--- config.mk ---
export PLATFORM = sky130hd
export DESIGN_NAME = branch_resolve_unit
export DESIGN_NICKNAME = d
export VERILOG_FILES = /design/src/rtl/branch_pkg.sv /design/src/rtl/branch_cond_eval.sv /design/src/rtl/branch_resolve_unit.sv
export SDC_FILE = /design/constraint.sdc
export NUM_CORES = 1
export LEC_CHECK = 0
export ABC_AREA = 1
export BUFFER_PORTS_ARGS = -buffer_cell sky130_fd_sc_hd__buf_2
export CAP_MARGIN = 20
export CORE_MARGIN = 4
export CORE_UTILIZATION = 35
export CTS_BUF_LIST = sky130_fd_sc_hd__clkbuf_4
export DETAILED_ROUTE_END_ITERATION = 7
export GPL_ROUTABILITY_DRIVEN = 0
export SLEW_MARGIN = 5
export SYNTH_ARGS = -nofsm -noshare
export SYNTH_HDL_FRONTEND = slang
export SYNTH_SLANG_ARGS = --single-unit
--- constraint.sdc ---
create_clock -name clk -period 2.6 [get_ports clk]
set_input_delay 0.26 -clock clk [delete_from_list [all_inputs] [get_ports clk]]
set_output_delay 0.26 -clock clk [all_outputs]
set_load 0.1 [all_outputs]
--- src/rtl/branch_pkg.sv ---
// ---------------------------------------------------------------------------
// branch_pkg
// Shared definitions for the branch resolve unit:
//   - RISC-V conditional-branch func3 encodings
//   - op_kind_e, which selects how the branch/jump target is formed
// The packed result struct depends on XLEN, so each module that holds
// results declares it locally from these definitions.
// ---------------------------------------------------------------------------
package branch_pkg;

    localparam logic [2:0] F3_BEQ  = 3'b000;
    localparam logic [2:0] F3_BNE  = 3'b001;
    localparam logic [2:0] F3_BLT  = 3'b100;
    localparam logic [2:0] F3_BGE  = 3'b101;
    localparam logic [2:0] F3_BLTU = 3'b110;
    localparam logic [2:0] F3_BGEU = 3'b111;

    // Selects where the taken-path target comes from.
    typedef enum logic [1:0] {
        OP_BRANCH = 2'd0,
        OP_JAL    = 2'd1,
        OP_JALR   = 2'd2
    } op_kind_e;

endpackage

--- src/rtl/branch_cond_eval.sv ---
// ---------------------------------------------------------------------------
// branch_cond_eval
// Purely combinational branch condition evaluator.
// Ports:
//   func3   in  3     branch type (BEQ/BNE/BLT/BGE/BLTU/BGEU)
//   op1     in  XLEN  first compare operand
//   op2     in  XLEN  second compare operand
//   jal     in  1     unconditional PC-relative jump
//   jalr    in  1     unconditional register-indirect jump
//   taken   out 1     resolved direction
//   illegal out 1     func3 010/011 on a non-jump op
// ---------------------------------------------------------------------------
module branch_cond_eval
    import branch_pkg::*;
#(
    parameter int XLEN = 32
) (
    input  logic [2:0]      func3,
    input  logic [XLEN-1:0] op1,
    input  logic [XLEN-1:0] op2,
    input  logic            jal,
    input  logic            jalr,
    output logic            taken,
    output logic            illegal
);

    // Jumps are always taken and ignore func3. For conditional branches
    // the compare runs at full XLEN: signed for BLT/BGE, unsigned for
    // BLTU/BGEU. The two unused encodings (010/011) are reported as illegal
    // and resolve not-taken so they fall through.
    always_comb begin
        taken   = 1'b0;
        illegal = 1'b0;
        if (jal || jalr) begin
            taken = 1'b1;
        end else begin
            case (func3)
                F3_BEQ:  taken = (op1 == op2);
                F3_BNE:  taken = (op1 != op2);
                F3_BLT:  taken = ($signed(op1) <  $signed(op2));
                F3_BGE:  taken = ($signed(op1) >= $signed(op2));
                F3_BLTU: taken = (op1 <  op2);
                F3_BGEU: taken = (op1 >= op2);
                default: illegal = 1'b1;
            endcase
        end
    end

endmodule

--- src/rtl/branch_resolve_unit.sv ---
// ---------------------------------------------------------------------------
// branch_resolve_unit
// Pipelined branch/jump resolver. It evaluates the condition, forms the
// target, checks it against the front-end prediction and presents the
// result through a 2-entry skid buffer (output entry + skid entry).
// Ports:
//   clk, rst_n                 clock (rising edge), synchronous active-low reset
//   flush_i                    drop held and incoming ops
//   in_valid / in_ready        upstream handshake (in_ready is registered)
//   in_func3, in_jal, in_jalr  op type
//   in_op1, in_op2             compare operands (op1 is the JALR base)
//   in_pc, in_imm              instruction PC and sign-extended offset
//   in_pred_taken/target       front-end prediction
//   out_valid / out_ready      downstream handshake
//   out_taken, out_mispredict,
//   out_redirect_pc,
//   out_illegal                resolved result
//   branch_cnt, mispred_cnt    saturating retirement counters
// ---------------------------------------------------------------------------
module branch_resolve_unit
    import branch_pkg::*;
#(
    parameter int XLEN       = 32,
    parameter int CNT_W      = 32,
    parameter int INST_BYTES = 4
) (
    input  logic             clk,
    input  logic             rst_n,
    input  logic             flush_i,
    input  logic             in_valid,
    output logic             in_ready,
    input  logic [2:0]       in_func3,
    input  logic             in_jal,
    input  logic             in_jalr,
    input  logic [XLEN-1:0]  in_op1,
    input  logic [XLEN-1:0]  in_op2,
    input  logic [XLEN-1:0]  in_pc,
    input  logic [XLEN-1:0]  in_imm,
    input  logic             in_pred_taken,
    input  logic [XLEN-1:0]  in_pred_target,
    output logic             out_valid,
    input  logic             out_ready,
    output logic             out_taken,
    output logic             out_mispredict,
    output logic [XLEN-1:0]  out_redirect_pc,
    output logic             out_illegal,
    output logic [CNT_W-1:0] branch_cnt,
    output logic [CNT_W-1:0] mispred_cnt
);

    typedef struct packed {
        logic            taken;
        logic            mispredict;
        logic            illegal;
        logic [XLEN-1:0] redirect_pc;
    } result_t;

    logic            cond_taken;
    logic            cond_illegal;
    op_kind_e        op_kind;
    logic [XLEN-1:0] pc_imm_sum;
    logic [XLEN-1:0] op1_imm_sum;
    logic [XLEN-1:0] fall_through;
    logic [XLEN-1:0] target;
    result_t         new_res;

    result_t         out_res;
    result_t         skid_res;
    logic            out_valid_q;
    logic            skid_valid;
    logic            accept;
    logic            drain;

    branch_cond_eval #(
        .XLEN (XLEN)
    ) u_cond_eval (
        .func3   (in_func3),
        .op1     (in_op1),
        .op2     (in_op2),
        .jal     (in_jal),
        .jalr    (in_jalr),
        .taken   (cond_taken),
        .illegal (cond_illegal)
    );

    // Classify the incoming op; JALR takes precedence when both jump
    // flags are set.
    always_comb begin
        op_kind = OP_BRANCH;
        if (in_jalr) begin
            op_kind = OP_JALR;
        end else if (in_jal) begin
            op_kind = OP_JAL;
        end
    end

    // Target arithmetic wraps modulo 2^XLEN. JALR clears bit 0 of the sum.
    // The redirect PC is always the correct next PC, so downstream can use
    // it whether or not a mispredict is flagged.
    always_comb begin
        pc_imm_sum   = in_pc + in_imm;
        op1_imm_sum  = in_op1 + in_imm;
        fall_through = in_pc + XLEN'(INST_BYTES);
        case (op_kind)
            OP_JALR: target = {op1_imm_sum[XLEN-1:1], 1'b0};
            default: target = pc_imm_sum;
        endcase
        new_res.taken       = cond_taken;
        new_res.illegal     = cond_illegal;
        new_res.mispredict  = (cond_taken != in_pred_taken) ||
                              (cond_taken && (in_pred_target != target));
        new_res.redirect_pc = cond_taken ? target : fall_through;
    end

    // in_ready only depends on the registered skid flag, so neither
    // in_* nor out_ready reach it combinationally.
    assign in_ready = !skid_valid;
    assign accept   = in_valid && !skid_valid;
    assign drain    = out_valid_q && out_ready;

    // Skid buffer. The output entry reloads whenever it is empty or being
    // drained; it takes the skid entry first so ordering is preserved.
    // A new op only lands in the skid entry when the output entry is
    // stalled, which then deasserts in_ready on the next cycle. A flush
    // drops both entries and any op offered in the same cycle; the output
    // data registers are left as-is since out_valid qualifies them.
    always_ff @(posedge clk) begin
        if (!rst_n) begin
            out_valid_q <= 1'b0;
            skid_valid  <= 1'b0;
            out_res     <= '0;
            skid_res    <= '0;
        end else if (flush_i) begin
            out_valid_q <= 1'b0;
            skid_valid  <= 1'b0;
        end else if (!out_valid_q || out_ready) begin
            if (skid_valid) begin
                out_res     <= skid_res;
                out_valid_q <= 1'b1;
                skid_valid  <= 1'b0;
            end else if (in_valid) begin
                out_res     <= new_res;
                out_valid_q <= 1'b1;
            end else begin
                out_valid_q <= 1'b0;
            end
        end else if (accept) begin
            skid_res   <= new_res;
            skid_valid <= 1'b1;
        end
    end

    // Retirement counters. They advance on an output handshake, including
    // one that happens in a flush cycle, and saturate at all-ones. Illegal
    // ops retire without being counted.
    always_ff @(posedge clk) begin
        if (!rst_n) begin
            branch_cnt  <= '0;
            mispred_cnt <= '0;
        end else if (drain && !out_res.illegal) begin
            if (branch_cnt != '1) begin
                branch_cnt <= branch_cnt + CNT_W'(1);
            end
            if (out_res.mispredict && (mispred_cnt != '1)) begin
                mispred_cnt <= mispred_cnt + CNT_W'(1);
            end
        end
    end

    assign out_valid       = out_valid_q;
    assign out_taken       = out_res.taken;
    assign out_mispredict  = out_res.mispredict;
    assign out_illegal     = out_res.illegal;
    assign out_redirect_pc = out_res.redirect_pc;

endmodule

==> results.tsv, run 1 <==
stage	metric	value	unit
floorplanning	die_area	43700	um2
run_status	status	finished, final reports clean	
timing	hold_ws	0.0727	ns
timing	finalHoldViolations	0	
global_routing	grt-ovfl-total	0	
logic_synthesis	netlist_area	14100	um2
global_routing	grt_max_degree	66	
logic_synthesis	synthArstFlopShare	0	%
critical_path	cp.arrival	2.88	ns
critical_path	worstReg2RegStart	branch_cnt[0]	
power	power_density	361	nW/um2
cts	cts_tree	yes	
logic_synthesis	syn_nets	2786	
cts	cts_root_buffer	clkbuf_4	
power	p_leak	0.0103	uW
critical_path	reg2reg_slack	0.19	ns
timing	fin_skew	0.0263	ns
floorplanning	rows	73	
logic_synthesis	syn_inst	2517	
floorplanning	pin_count	272	
power	p_int	4010	uW
placed_design	placed_area	18300	um2
cts	h-tree-depth	4	
cts	cts_buffers	17	
critical_path	r2r_cells	17	
timing	post-route-min-period	2.45	ns
placed_design	numPortBuffers	271	
cts	clkTransAtPathRegs	0.13	ns
run	maxCapViolCount	0	
logic_synthesis	synth-edff-count	0	
global_routing	antenna_found_initial	2	
power	pwr-share-seq	32.0	%
critical_path	critPathKind	primary input to register	
cts	cts_sinks	136	
logic_synthesis	ys_seq_area_share	19.3	%
floorplanning	core_area	39800	um2
finish	regArea	2770	um2
finish	fin_area	18700	um2
finish	nets	3319	
finish	final_util	46.9	%
placed_design	pre_cts_ws	-0.316	ns
critical_path	cp_max_fo	3	
logic_synthesis	syn_avg_cell_area	5.62	um2
timing	min_period_over_period	94.0	%
detailed_routing	routed_wl	51600	um
global_routing	grt_first_pass_wirelength	80700	um
logic_synthesis	synth_cell_types	51	
critical_path	critPathLaunchType	primary input	
detailed_routing	dr.pass1.iters	6	
cts	clockBufferDepth	2	
cts	insertion_delay	0.54	ns
finish	multi_input_area	9510	um2
power	clock_power_share	22.3	%
power	p_total	6740	uW
finish	syn_to_final_growth	32.2	%
logic_synthesis	yosysWarnings	0	
finish	n_fill_cell	4369	
power	netSwitchingFraction	40.6	%
detailed_routing	avgViaCountPerCell	4.91	
timing	fin_ws	0.155	ns
power	vdd_drop_max	0.283	mV
logic_synthesis	synth_flop_cell	dfxtp_1	
timing	drv_slew	0	
detailed_routing	vias	17609	
global_routing	grt_pass1_vias	16678	
critical_path	critPathRequiredTime	3.03	ns
timing	setup_violations	0	
hold_path	hp-start	out_ready	
critical_path	crit_path_end_kind	register	
timing	rsz0062_at_grt	yes	
floorplanning	start_util	35.5	%
floorplanning	fp.dieW	209	um
floorplanning	die_y	209	um
detailed_routing	ant_nets	0	
timing	max_freq	409	MHz
timing	tightest_slew	0.609	ns
power	switching_power	2730	uW
hold_path	holdPathStages	4	
detailed_routing	wire_per_inst	14.4	um
global_routing	track_usage	22.5	%
detailed_routing	initialDrtViolationCount	1262	
finish	drive_gt1_share	22.9	%
timing	maxSlewHeadroom	59.3	%
hold_path	hp-class	primary input to register	
logic_synthesis	ys_seq_elements	136	
placed_design	dp_hpwl	44300	um
detailed_routing	drc	0	
power	combPwrFrac	45.7	%
critical_path	crit_path_start	in_imm[0]	
-- logic make-up (layout without fill, tap and decap cells) --
logic type,Yosys count,after routing,share of synthesized area [%]
buffers and inverters,514,1060,13.9
other,0,2,0
adders and majority gates,98,98,8.78
AOI/OAI and AO/OA,364,364,13.6
xor gates and xnor gates,34,34,2.11
and+or+nand+nor,1371,1371,42.3
DFF,136,136,19.3
-- state kept, by name, indices dropped and copies added, names as in the netlist --
name             flops
skid_res            35
branch_cnt          32
mispred_cnt         32
out_redirect_pc     32
out_illegal          1
out_mispredict       1
out_taken            1
out_valid            1
skid_valid           1
-- power groups by stage --
stage / clock network [uW] / registers, uW / logic [uW]
2_1_floorplan: 0 / 2490 / 1480
3_3_place_gp: 0 / 2200 / 3010
3_5_place_dp: 0 / 2200 / 3060
4_1_cts: 1560 / 2160 / 3070
5_1_grt: 1650 / 2160 / 3420
6_report: 1500 / 2160 / 3080
-- synth_stat cells (all sizes together) (13+ instances only) --
master	number	area, um2
nor3	52	317
o21ai	135	694
inv	461	1730
nor4	20	144
xnor2	13	114
clkbuf	35	131
nand2	804	3040
xor2	21	184
a21oi	200	1000
buf	17	103
nand3b	26	195
dfxtp	136	2720
nand4	38	244
ha	96	1200
nand3	226	1180
nor2	188	761
-- through the flow --
step	instances	TNS, ns
floorplan	2517	-0.00388
global placement	3552	-4.99
detailed placement	3552	-7.27
CTS	3586	0
global route	3590	-0.0662
finish	3590	0
-- routing by layer --
metal,wire [um],part of all wire (%),vias to the layer above,track usage [%]
li1,-,-,9104,-
met5,0,0,-,0
met4,1720,3.3,0,7.97
met1,23200,45,7911,29.1
met2,24100,47,495,39.1
met3,2630,5.1,99,2.01
-- path summary, 6_finish.rpt --
path | end
min reg2reg | out_redirect_pc[1]
min | skid_valid
max reg2reg | branch_cnt[26]
max | out_mispredict
-- worst max-delay path, cell delays in order --
cell     delay, ns
buf_2         0.12
ha_1          0.17
inv_1         0.05
fa_1          0.38
inv_1         0.11
nand2_1       0.08
nand2_1       0.07
nand3_1       0.13
nand2_2       0.15
nand2_1       0.08
nand2_1       0.12
nand2_1       0.08
nand3_1       0.09
nand2_1       0.08
nand2_1       0.07
nand2_1       0.05
nor2_1        0.11
nand2_1       0.08
nor2_1        0.08
nand2_1       0.07
nor2_1        0.10
nand3_1       0.08
nand2_1       0.08
nand2_1       0.06
nand2_1       0.06
a21oi_1       0.05
-- final cells by class --
class                           instances  share of cell area [%]
Timing Repair Buffer                  566                    19.9
Inverter                              462                    9.30
Tap cell                              525                    3.51
Clock buffer                           17                   0.683
Multi-Input combinational cell       1867                    50.9
Clock inverter                         15                   0.944
Sequential cell                       136                    14.8
Antenna cell                            2                  0.0268
-- layout by cell type, fill, tap and decap left out, types with 13 or more instances in the layout --
master,netlist,routed
nand2_1,796,792
inv_1,455,454
buf_4,1,282
buf_2,7,271
nand3_1,217,215
a21oi_1,199,199
nor2_1,174,171
o21ai_0,108,108
dfxtp_1,136,101
ha_1,96,96
nor3_1,42,42
nand4_1,37,37
dfxtp_2,0,35
nand3b_1,26,26
o21ai_1,22,22
xor2_1,21,21
clkbuf_4,0,17
nor4_1,17,16
xnor2_1,13,13
-- what timing repair did --
item / CTS / global route
buffers inserted: 0 / 2
hold buffers: 2 / 0
gates resized for setup: 0 / 17
endpoints found under the hold margin: 2 / 0
endpoints found under the setup margin: 0 / 10
Power figures use the tool's default switching activity.
==> run 2: changes to the inputs <==
- CORE_UTILIZATION: 35 -> 55
- PLACE_DENSITY: unset -> 0.79
==> run 2 against run 1 <==
Against the previous run:
- clock skew decreased by 0.00094 ns
- global-route usage is 8.7 points higher
- sequential share of layout area increased by 0.35 points
- fmax down 3.4%
- clock-buffer cell count unchanged
==> results.tsv, run 2 (synthesized netlist as in run 1, its figures left out) <==
stage	metric	value	unit
hold_path	hp-start	out_ready	
timing	post-route-min-period	2.53	ns
critical_path	crit_buf_inv	2	
global_routing	grt_first_pass_wirelength	74100	um
finish	top_register	skid_res	
critical_path	cpPeakStageDelay	0.35	ns
floorplanning	die_area	28300	um2
power	pwr-share-seq	32.2	%
finish	multi_input_area	9510	um2
timing	finalHoldViolations	0	
critical_path	critPathKind	register to register	
critical_path	r2r_cells	17	
power	p_total	6690	uW
timing	min_period_over_period	97.4	%
finish	nets	3299	
global_routing	grt_max_degree	90	
timing	maxSlewHeadroom	58.7	%
critical_path	cp_slowest_cell	dfxtp_2	
critical_path	worstReg2RegStart	branch_cnt[0]	
cts	cts_sinks	136	
floorplanning	pin_count	272	
critical_path	critPathTopFamily	simple AND/OR/NAND/NOR gates	
finish	final_util	72.3	%
cts	h-tree-depth	4	
finish	largest_reg_flops	35	
cts	cts_tree	yes	
timing	max_freq	395	MHz
global_routing	antenna_found_initial	1	
timing	setup_violations	0	
detailed_routing	drc	0	
floorplanning	fp.dieW	168	um
floorplanning	die_y	168	um
critical_path	critPathRequiredTime	3.03	ns
cts	clockBufferDepth	2	
hold_path	hold_path_end	out_valid	
cts	clkTransAtPathRegs	0.13	ns
placed_design	numPortBuffers	271	
global_routing	grt-ovfl-total	0	
detailed_routing	dr.pass1.iters	6	
critical_path	regToRegEndpoint	branch_cnt[25]	
power	vdd_drop_max	0.285	mV
finish	drive_gt1_share	22.5	%
detailed_routing	wire_per_inst	13.8	um
detailed_routing	routed_wl	46700	um
power	p_int	3980	uW
run_status	status	finished, final reports clean	
floorplanning	rows	58	
timing	tightest_slew	0.619	ns
detailed_routing	vias	17880	
timing	drv_slew	0	
floorplanning	core_area	25300	um2
critical_path	critPathLaunchType	register	
critical_path	reg2reg_slack	0.07	ns
detailed_routing	avgViaCountPerCell	5.30	
hold_path	hp-class	primary input to register	
critical_path	cp.arrival	2.97	ns
finish	regArea	2770	um2
power	netSwitchingFraction	40.5	%
hold_path	holdPathStages	4	
finish	syn_to_final_growth	29.1	%
cts	cts_buffers	17	
global_routing	grt_pass1_vias	16188	
timing	setup_tns	0	ns
finish	n_fill_cell	2223	
run	maxCapViolCount	0	
detailed_routing	ant_nets	0	
global_routing	track_usage	31.2	%
critical_path	crit_path_end_kind	register	
critical_path	cp_max_fo	7	
cts	cts_root_buffer	clkbuf_4	
power	combPwrFrac	44.7	%
power	switching_power	2710	uW
detailed_routing	initialDrtViolationCount	1562	
finish	mostFrequentLayoutCell	nand2_1	
floorplanning	start_util	56.0	%
power	p_leak	0.0101	uW
finish	final_cell_mix	792 x nand2_1, 454 x inv_1, 271 x buf_2	
power	power_density	366	nW/um2
power	clock_power_share	23.0	%
cts	insertion_delay	0.54	ns
critical_path	crit_chain	ha_1, inv_1, nor4_2, nand2_1, nor2_1, nand2_1, nand2_4, inv_4, nand3_1, nor2_1, nand4_1, nor2_2, nand4_1, nor2_2, nand2_1, o21ai_1, nor2_1	
timing	fin_skew	0.0254	ns
placed_design	dp_hpwl	39000	um
run 2: cell types whose count changed in the layout (fill, tap and decap cells not counted), moves of 3 or more:
cell,change
buf_4,-17
nor2_2,+4
buf_12,-5
nor2_1,-3
run 2: power groups by stage:
stage | clock network (uW) | registers [uW] | logic, uW
2_1_floorplan | 0 | 2490 | 1480
3_3_place_gp | 0 | 2200 | 2860
3_5_place_dp | 0 | 2200 | 2930
4_1_cts | 1570 | 2160 | 2940
5_1_grt | 1650 | 2160 | 3290
6_report | 1540 | 2160 | 2990
run 2: worst min-delay path, delay by kind of cell:
family	cells	cell delay, ns
and+or+nand+nor	2	0.15
AOI/OAI and AO/OA	1	0.06
buffers and inverters	1	0.09
run 2: area by class of cell:
| type | instances | share of cell area (%) |
|---|---|---|
| antenna | 1 | 0.0137 |
| clock buffer | 17 | 0.699 |
| clock inverter | 15 | 1.05 |
| inverter | 462 | 9.51 |
| multi-input combinational | 1867 | 52.1 |
| sequential | 136 | 15.2 |
| tap | 330 | 2.26 |
| timing repair buffer | 546 | 19.2 |
run 2: stage by stage:
stage	cells	setup WS, ns	area [um2]	hold WS, ns
3_3_place_gp	3330	-0.228	17800	0.451
4_1_cts	3366	0.0692	18100	0.0239
5_1_grt	3374	-0.0606	18300	0.0595
6_report	3374	0.0679	18300	0.0682
2_1_floorplan	2517	-0.00388	14200	0.359
3_5_place_dp	3330	-0.348	17800	0.453
run 2: what timing repair did:
action,in CTS,in global routing
buffers inserted,0,7
gates resized for setup,0,21
hold buffers,4,0
hold endpoints to repair,3,0
endpoints found under the setup margin,0,16
run 2: worst max-delay path by stage:
| stage | cells after the start | endpoint | from |
|---|---|---|---|
| finish | 17 | branch_cnt[25] | branch_cnt[0] |
| global placement | 19 | out_redirect_pc[28] | in_op1[12] |
| global route | 14 | branch_cnt[26] | branch_cnt[1] |
| detailed placement | 19 | out_redirect_pc[28] | in_op1[11] |
| floorplan | 12 | mispred_cnt[20] | mispred_cnt[1] |
| CTS | 12 | mispred_cnt[28] | mispred_cnt[0] |
run 2: routing by layer:
metal / global-route usage, % / vias up / share of wire, %
met4: 12.7 / 0 / 4.1
li1: - / 9076 / -
met2: 54.8 / 740 / 47
met3: 2.96 / 142 / 7.5
met1: 39.1 / 7922 / 41
met5: 0 / - / 0
